==> src/rtl/alu_exec_pkg.sv <==
// Shared constants, select codes and FSM state type for the ALU execute unit.
package alu_exec_pkg;

  localparam logic [1:0] ALU_OP_ADD   = 2'b00;
  localparam logic [1:0] ALU_OP_SUB   = 2'b01;
  localparam logic [1:0] ALU_OP_RTYPE = 2'b10;
  localparam logic [1:0] ALU_OP_RSVD  = 2'b11;

  localparam logic [5:0] FUNCT_ADD   = 6'b100000;
  localparam logic [5:0] FUNCT_ADDU  = 6'b100001;
  localparam logic [5:0] FUNCT_SUB   = 6'b100010;
  localparam logic [5:0] FUNCT_SUBU  = 6'b100011;
  localparam logic [5:0] FUNCT_AND   = 6'b100100;
  localparam logic [5:0] FUNCT_OR    = 6'b100101;
  localparam logic [5:0] FUNCT_XOR   = 6'b100110;
  localparam logic [5:0] FUNCT_NOR   = 6'b100111;
  localparam logic [5:0] FUNCT_SLT   = 6'b101010;
  localparam logic [5:0] FUNCT_SLTU  = 6'b101011;
  localparam logic [5:0] FUNCT_SLL   = 6'b000000;
  localparam logic [5:0] FUNCT_SRL   = 6'b000010;
  localparam logic [5:0] FUNCT_MULTU = 6'b011001;

  localparam logic [3:0] SEL_AND     = 4'b0000;
  localparam logic [3:0] SEL_OR      = 4'b0001;
  localparam logic [3:0] SEL_ADD     = 4'b0010;
  localparam logic [3:0] SEL_XOR     = 4'b0011;
  localparam logic [3:0] SEL_NOR     = 4'b0100;
  localparam logic [3:0] SEL_SUB     = 4'b0110;
  localparam logic [3:0] SEL_SLT     = 4'b0111;
  localparam logic [3:0] SEL_SLL     = 4'b1000;
  localparam logic [3:0] SEL_SRL     = 4'b1001;
  localparam logic [3:0] SEL_SLTU    = 4'b1011;
  localparam logic [3:0] SEL_MULTU   = 4'b1101;
  localparam logic [3:0] SEL_ILLEGAL = 4'b1111;

  typedef enum logic [1:0] {
    IDLE = 2'd0,
    MUL  = 2'd1,
    HOLD = 2'd2
  } state_t;

endpackage

==> src/rtl/alu_op_decode.sv <==
// Combinational ALU control decode: {alu_op, funct} -> {select, illegal, is_mul}.
// MULTU decodes as a multiply only when ALU_MULTU_EN is defined.
module alu_op_decode
  import alu_exec_pkg::*;
(
  input  logic [1:0] alu_op,
  input  logic [5:0] funct,
  output logic [3:0] select,
  output logic       illegal,
  output logic       is_mul
);

  always_comb begin
    select  = SEL_ILLEGAL;
    illegal = 1'b1;
    is_mul  = 1'b0;
    case (alu_op)
      ALU_OP_ADD: begin
        select  = SEL_ADD;
        illegal = 1'b0;
      end
      ALU_OP_SUB: begin
        select  = SEL_SUB;
        illegal = 1'b0;
      end
      ALU_OP_RTYPE: begin
        illegal = 1'b0;
        case (funct)
          FUNCT_ADD, FUNCT_ADDU: select = SEL_ADD;
          FUNCT_SUB, FUNCT_SUBU: select = SEL_SUB;
          FUNCT_AND:             select = SEL_AND;
          FUNCT_OR:              select = SEL_OR;
          FUNCT_XOR:             select = SEL_XOR;
          FUNCT_NOR:             select = SEL_NOR;
          FUNCT_SLT:             select = SEL_SLT;
          FUNCT_SLTU:            select = SEL_SLTU;
          FUNCT_SLL:             select = SEL_SLL;
          FUNCT_SRL:             select = SEL_SRL;
`ifdef ALU_MULTU_EN
          FUNCT_MULTU: begin
            select = SEL_MULTU;
            is_mul = 1'b1;
          end
`else
          FUNCT_MULTU: begin
            select  = SEL_ILLEGAL;
            illegal = 1'b1;
          end
`endif
          default: begin
            select  = SEL_ILLEGAL;
            illegal = 1'b1;
          end
        endcase
      end
      ALU_OP_RSVD: begin
        select  = SEL_ILLEGAL;
        illegal = 1'b1;
      end
      default: begin
        select  = SEL_ILLEGAL;
        illegal = 1'b1;
      end
    endcase
  end

endmodule

==> src/rtl/alu_exec_unit.sv <==
// Execute-stage ALU with valid/ready handshake and registered outputs.
// Define ALU_MULTU_EN to build the iterative shift-add MULTU (WIDTH+1 edge latency).
module alu_exec_unit
  import alu_exec_pkg::*;
#(
  parameter int unsigned WIDTH = 32,
  parameter int unsigned SEL_W = 4
) (
  input  logic             clk,
  input  logic             rst_n,
  input  logic             in_valid,
  output logic             in_ready,
  input  logic [1:0]       alu_op,
  input  logic [5:0]       funct,
  input  logic [4:0]       shamt,
  input  logic [WIDTH-1:0] op_a,
  input  logic [WIDTH-1:0] op_b,
  output logic             out_valid,
  input  logic             out_ready,
  output logic [WIDTH-1:0] result,
  output logic [WIDTH-1:0] result_hi,
  output logic             zero,
  output logic             illegal,
  output logic [SEL_W-1:0] select
);

  localparam int unsigned SH_W = $clog2(WIDTH);
`ifdef ALU_MULTU_EN
  localparam logic MULTU_EN = 1'b1;
`else
  localparam logic MULTU_EN = 1'b0;
`endif

  state_t           state;
  logic [3:0]       dec_select;
  logic             dec_illegal;
  logic             dec_is_mul;
  logic             accept;
  logic [SH_W-1:0]  sh_amt;
  logic [WIDTH-1:0] alu_res;

  alu_op_decode u_decode (
    .alu_op  (alu_op),
    .funct   (funct),
    .select  (dec_select),
    .illegal (dec_illegal),
    .is_mul  (dec_is_mul)
  );

  assign in_ready = rst_n && (state == IDLE) && (!out_valid || out_ready);
  assign accept   = in_valid && in_ready;
  // Truncating (or zero-extending) shamt to log2(WIDTH) bits gives shamt mod WIDTH.
  assign sh_amt   = SH_W'(shamt);

  always_comb begin
    alu_res = '0;
    case (dec_select)
      SEL_AND:  alu_res = op_a & op_b;
      SEL_OR:   alu_res = op_a | op_b;
      SEL_XOR:  alu_res = op_a ^ op_b;
      SEL_NOR:  alu_res = ~(op_a | op_b);
      SEL_ADD:  alu_res = op_a + op_b;
      SEL_SUB:  alu_res = op_a - op_b;
      SEL_SLT:  alu_res[0] = $signed(op_a) < $signed(op_b);
      SEL_SLTU: alu_res[0] = op_a < op_b;
      SEL_SLL:  alu_res = op_b << sh_amt;
      SEL_SRL:  alu_res = op_b >> sh_amt;
      default:  alu_res = '0;
    endcase
  end

`ifdef ALU_MULTU_EN
  logic [2*WIDTH-1:0] acc;
  logic [2*WIDTH-1:0] mcand;
  logic [2*WIDTH-1:0] acc_step;
  logic [WIDTH-1:0]   mplier;
  logic [WIDTH-1:0]   result_hi_q;
  logic [SH_W-1:0]    count;

  assign acc_step  = acc + (mplier[0] ? mcand : '0);
  assign result_hi = result_hi_q;
`else
  assign result_hi = '0;
`endif

  always_ff @(posedge clk) begin
    if (!rst_n) begin
      state     <= IDLE;
      out_valid <= 1'b0;
      result    <= '0;
      zero      <= 1'b0;
      illegal   <= 1'b0;
      select    <= '0;
`ifdef ALU_MULTU_EN
      result_hi_q <= '0;
      acc         <= '0;
      mcand       <= '0;
      mplier      <= '0;
      count       <= '0;
`endif
    end else begin
      case (state)
        IDLE: begin
          if (accept) begin
`ifdef ALU_MULTU_EN
            if (dec_is_mul) begin
              state     <= MUL;
              out_valid <= 1'b0;
              acc       <= '0;
              mcand     <= {{WIDTH{1'b0}}, op_a};
              mplier    <= op_b;
              count     <= '0;
            end else
`endif
            begin
              out_valid <= 1'b1;
              result    <= alu_res;
              zero      <= (alu_res == '0);
              // A multiply request with no multiplier built is reported as illegal.
              illegal   <= dec_illegal | (dec_is_mul & ~MULTU_EN);
              select    <= dec_select;
`ifdef ALU_MULTU_EN
              result_hi_q <= '0;
`endif
            end
          end else if (out_ready) begin
            out_valid <= 1'b0;
          end
        end
`ifdef ALU_MULTU_EN
        MUL: begin
          acc    <= acc_step;
          mcand  <= mcand << 1;
          mplier <= mplier >> 1;
          count  <= count + 1'b1;
          if (count == '1) begin
            state       <= HOLD;
            out_valid   <= 1'b1;
            result      <= acc_step[WIDTH-1:0];
            result_hi_q <= acc_step[2*WIDTH-1:WIDTH];
            zero        <= (acc_step[WIDTH-1:0] == '0);
            illegal     <= 1'b0;
            select      <= SEL_MULTU;
          end
        end
        HOLD: begin
          if (out_ready) begin
            out_valid <= 1'b0;
            state     <= IDLE;
          end
        end
`endif
        default: state <= IDLE;
      endcase
    end
  end

endmodule

==> config.mk <==
export PLATFORM = sky130hd
export DESIGN_NAME = alu_exec_unit
export DESIGN_NICKNAME = d
export VERILOG_FILES = /design/src/rtl/alu_exec_pkg.sv /design/src/rtl/alu_op_decode.sv /design/src/rtl/alu_exec_unit.sv
export SDC_FILE = /design/constraint.sdc
export NUM_CORES = 1
export LEC_CHECK = 0
export BUFFER_PORTS_ARGS = -buffer_cell sky130_fd_sc_hd__buf_2
export CAP_MARGIN = 0
export CORE_MARGIN = 2
export CORE_UTILIZATION = 37
export CTS_CLUSTER_DIAMETER = 40
export DETAILED_ROUTE_END_ITERATION = 8
export SYNTH_ARGS = -nofsm -noshare
export SYNTH_HDL_FRONTEND = slang
export SYNTH_HIERARCHICAL = 1
export SYNTH_SLANG_ARGS = --single-unit
==> constraint.sdc <==
create_clock -name clk -period 4.65 [get_ports clk]
set_input_delay 0.93 -clock clk [delete_from_list [all_inputs] [get_ports clk]]
set_output_delay 0.93 -clock clk [all_outputs]
set_load 0.005 [all_outputs]
# After elaboration in Yosys (flattened, before gate mapping)
# Index checks and enable logic that the tools add are counted.
# word_totals
regBits,39
in_bits,81
out_inout_bits,72
word_cells,59
# classes
add_sub_neg,2
order_cmp,2
n_eq_ne,23
shift,2
mux,8
bitwise,4
n_reduce_logical,13
# ops
op,count
case mux 31 bit (8 select lines),1
less-than comparator 32 bit,2
"== test 6 bit, second input constant",10
case mux 4 bit (10 select lines),1
adder 32 bit,1
AND 32 bit,1
zero test 32 bit,1
inverter 32 bit,1
OR 32 bit,1
left shift 32 x 5 -> 32 bit,1
>> shifter 32 x 5 -> 32 bit,1
subtractor 32 bit,1
bitwise XOR 32 bit,1
case mux 4 bit (4 select lines),1
"== test 4 x 3 -> 1 bit, second input constant",3
"== test 4 bit, second input constant",3
OR reduction 12 bit,1
case mux 1 bit (10 select lines),1
"== test 4 x 2 -> 1 bit, second input constant",2
"== test 6 x 2 -> 1 bit, second input constant",1
zero test 6 bit,1
OR reduction 2 bit,3
"== test 2 bit, second input constant",2
"== test 4 x 1 -> 1 bit, second input constant",1
9 further kinds,12

# Logic depth before layout (Yosys ltp)
# logic_depth
depth_word,7
depth_mapped,20

# Cells and area by module
# The synthesis kept the hierarchy.
# by_module_without_submodules
module,n_inst,cells_per_inst,area_per_inst_um2
alu_exec_unit,1,1570,11428.5
alu_op_decode,1,36,203.9

# Worst setup path after synthesis
# Ideal clock, no wire load.
# synth_timing
path_type,input-to-reg
start,in funct[0]
end,reg zero
t_arrival_ps,4186
t_required_ps,4535
slack_ps,349
cell_stages,18
n_path_buf,4
path_cell_list,clkbuf_1 nor2_1 or4_1 o22ai_2 clkbuf_1 nor2b_1 clkbuf_1 nand2_1 clkbuf_1 nor2_1 nand3_1 nand3_1 nor4b_1 and4_1 and4bb_1 nand4_1 and4bb_1 a31o_1
# synth_via
elab_chain_cells,7
# synth_lines
element,line_no,rtl
"start, declared",alu_exec_unit.sv:14,"input logic [5:0] funct,"
== test 6 bit,alu_op_decode.sv:28,case (funct)
OR reduction 2 bit,n/a,
case mux 4 bit (10 select lines) *,alu_op_decode.sv:28,
case mux 4 bit (4 select lines) *,alu_op_decode.sv:17,case (alu_op)
net dec_select[0],alu_exec_unit.sv:35,logic [3:0] dec_select;
"== test 4 bit, or another cell as far along",alu_exec_unit.sv:57,case (dec_select)
case mux 1 bit (10 select lines) / case mux 31 bit (8 select lines) (equally long branches),alu_exec_unit.sv:57,
zero test 32 bit *,alu_exec_unit.sv:118,zero <= (alu_res == '0);
"end signal, assigned",alu_exec_unit.sv:118,
"end, declared",alu_exec_unit.sv:22,"output logic zero,"
# The timed path passes the listed nets; every way through them passes the cells marked *.
# A chain may end at the register's enable or synchronous reset.

# Worst setup path after layout
# layout_timing
start,in funct[4]
end,reg zero
# The elaborated chain is that of the path after synthesis.

==> reports/metrics.yaml <==
clocking:
  cts_buffer_depth: 2
  cts-buffers-inserted: 5
  cts_tree: "done"
  cts_root_buffer: "clkbuf_16"
  htreeDepth: 2
  cts_hold_buf: 0
  clock_latency_ns: 0.28
  cts.sinks: 39
  path_clk_slew_ns: 0.05
synthesis:
  ys_warn_count: 6
  ys_seq_area_share_pct: 6.71
  ys.flop_type: "dfxtp_1"
  yosysTopAreaCell: "ha_1"
  async_flop_share_pct: 0
  synth_top_area_share_pct: 10.6
  syn_avg_cell_area_sq_um: 7.24
  synth-seq-cells: 39
  ys_top_cells_by_area: "ha_1 (11%), dfxtp_1 (6.7%), mux2i_1 (5.9%)"
  syn_inst: 1606
  synth_cell_type_count: 100
  synth_area_sq_mm: 0.0116
  synth_edf_count: 0
global_routing:
  grtUsageTotal_pct: 35.0
  grt_overflow_total: 0
  antenna_found_initial: 2
  grt_pass1_vias: 13800
  grt_pass1_wl_mm: 88.2
  grt_max_degree: 69
timing:
  hold_slack_ns: 0.450
  setup_tns_ns: 0
  clock.fmax_mhz: 222
  setup_violations: 0
  fin_worst_skew_ns: 0.00419
  fin_crit_sh_pct: 96.8
  fin_crit_ns: 4.50
  hold_viol_final: 0
  rsz0062_at_grt: "false"
  maxSlewHeadroom_pct: 47.9
  maxSlewViolCount: 0
  worstMarginPinSlew_ns: 0.774
power_and_ir_drop:
  ir_drop_mv: 0.186
  p_sw_mw: 1.17
  power_density_mw_per_mm2: 170
  power.internal_mw: 1.36
  pwr-share-clk_pct: 15.4
  p_sw_share_pct: 46.3
  power_frac_comb_pct: 69.7
  seqPwrFrac_pct: 14.8
  p_leak_nw: 6.84
critical_path:
  cpPeakStageDelay_ns: 0.45
  crit_top_cell: "o21ai_0"
  required_ns: 4.88
  crit_slowest_cell: "or4_1"
  critPathMaxFanout: 12
  start_kind: "input port"
  cp-end-kind: "register"
  crit_chain: "buf_2, and2b_2, a31oi_1, or4_1, o22ai_4, nor2_2, buf_4, buf_12, nand2_1, o21ai_0, a221oi_1, o21ai_0, a21oi_1, o21ai_0, a211o_1, nor4_2, and4bb_1, a31o_1"
  arrival_ns: 4.73
  worstSetupPathType: "in2reg"
routing:
  vias_per_cell: 6.37
  first_pass_iters: 7
  final_antenna_net_count: 0
  wl_per_cell_um: 25.6
  drc_errors: 0
  initialDrtViolationCount: 1678
  via_count: 14800
  postRouteWirelength_mm: 59.6
cells_and_area:
  area_growth_pct: 28.0
  final_cell_mix: "buf_4 (316), nor2_1 (129), nand2_1 (118), buf_2 (118), inv_1 (105)"
  final_layout_size_suffix_gt1_share_pct: 29.2
  nets: 2110
  final_common_cell: "buf_4"
run:
  cap_violations: 0
placed_design:
  io_buffers: 120
  gp_congestion: 1.11
  hpwl_mm: 49.7
die:
  die_w_um: 181
  die_y_um: 181
  rows: 64
  boundaryPins: 153
  fp.dieArea_sq_mm: 0.0329
  core_area_sq_mm: 0.0307
  start_util_pct: 37.8
hold_path:
  hold_class: "reg2reg"
outcome:
  status: "finished clean"
-- stage by stage --
| step | cells | utilization (%) | setup slack, ns | cell area (sq um) | total power [mW] |
|---|---|---|---|---|---|
| floorplan | 1637 | - | 0.349 | 11700 | 1.32 |
| global placement | 2315 | 47.4 | -0.515 | 14600 | 2.06 |
| detailed placement | 2315 | 47.4 | -0.491 | 14600 | 2.07 |
| CTS | 2323 | 48.0 | 0.0000249 | 14800 | 2.47 |
| global route | 2325 | 48.4 | 0.00823 | 14900 | 2.66 |
| finish | 2326 | 48.4 | 0.149 | 14900 | 2.54 |
-- power groups by stage --
stage	clock network, mW	registers, mW	logic (mW)
3_3_place_gp	0	0.382	1.68
4_1_cts	0.401	0.376	1.70
5_1_grt	0.411	0.379	1.87
2_1_floorplan	0	0.385	0.932
6_report	0.392	0.376	1.77
3_5_place_dp	0	0.383	1.68
-- registers in the layout (all words and copies together) (netlist names) --
register / count
illegal: 1
out_valid: 1
select: 4
result: 32
zero: 1
-- what timing repair did --
item	CTS	global route
pin swaps	0	3
hold endpoints to repair	0	0
setup endpoints to repair	1	4
gates resized for setup	3	17
setup buffers	0	2
-- Yosys cell counts (all sizes together) (17+ instances only) --
cell	number
ha	99
o22ai	20
a22oi	28
inv	106
o221ai	25
clkbuf	68
a31oi	20
a211oi	41
mux2	31
nand3	72
nor3	31
nand4	17
nor2	130
nor2b	17
buf	93
nand2b	25
o21ai	87
o211ai	22
a21oi	100
mux2i	68
nand2	119
mux4	32
a21o	18
dfxtp	39
xnor2	17
and3	17
a221oi	23
-- path summary, 6_finish.rpt --
check | from | slack [ns] | end | depth (start not counted)
max | funct[4] | 0.15 | zero$_SDFFE_PN0P_ | 18
min | result[8]$_SDFFE_PN0P_ | 0.45 | result[8]$_SDFFE_PN0P_ | 2
max reg2reg | out_valid$_SDFFE_PN0P_ | 2.20 | zero$_SDFFE_PN0P_ | 12
min reg2reg | result[8]$_SDFFE_PN0P_ | 0.45 | result[8]$_SDFFE_PN0P_ | 2
-- cell families after synthesis --
family          synth area share [%]
xor+xnor                        1.73
compound gates                  32.8
buf+inv                         10.9
other cells                   0.0646
fa+ha+maj                       11.0
flops                           6.71
mux                             15.1
simple gates                    21.6
-- final cells by class --
type                    count  area [sq um]
clock buffers               6           139
repair buffers            445          3180
clock inverters             2          35.0
flip-flops and latches     39           781
multi-input cells        1328          9840
inverters                 109           409
fillers                  3158         15900
diodes                      1          2.50
well taps                 396           495
-- routing by layer --
layer | GRT usage (%) | up-vias | routed length, um
li1 | - | 6660 | -
met1 | 48.6 | 7041 | 25200
met2 | 53.7 | 927 | 25200
met3 | 7.06 | 190 | 6480
met4 | 12.5 | 2 | 2680
met5 | 0 | - | 12
-- critical path: cells and delay by family --
kind	cells	cell delay (ns)
AO/OA/AOI/OAI	9	1.88
AND/OR/NAND/NOR	6	1.41
buffers and inverters	3	0.49
No activity file was read; power rests on OpenSTA's default activity.
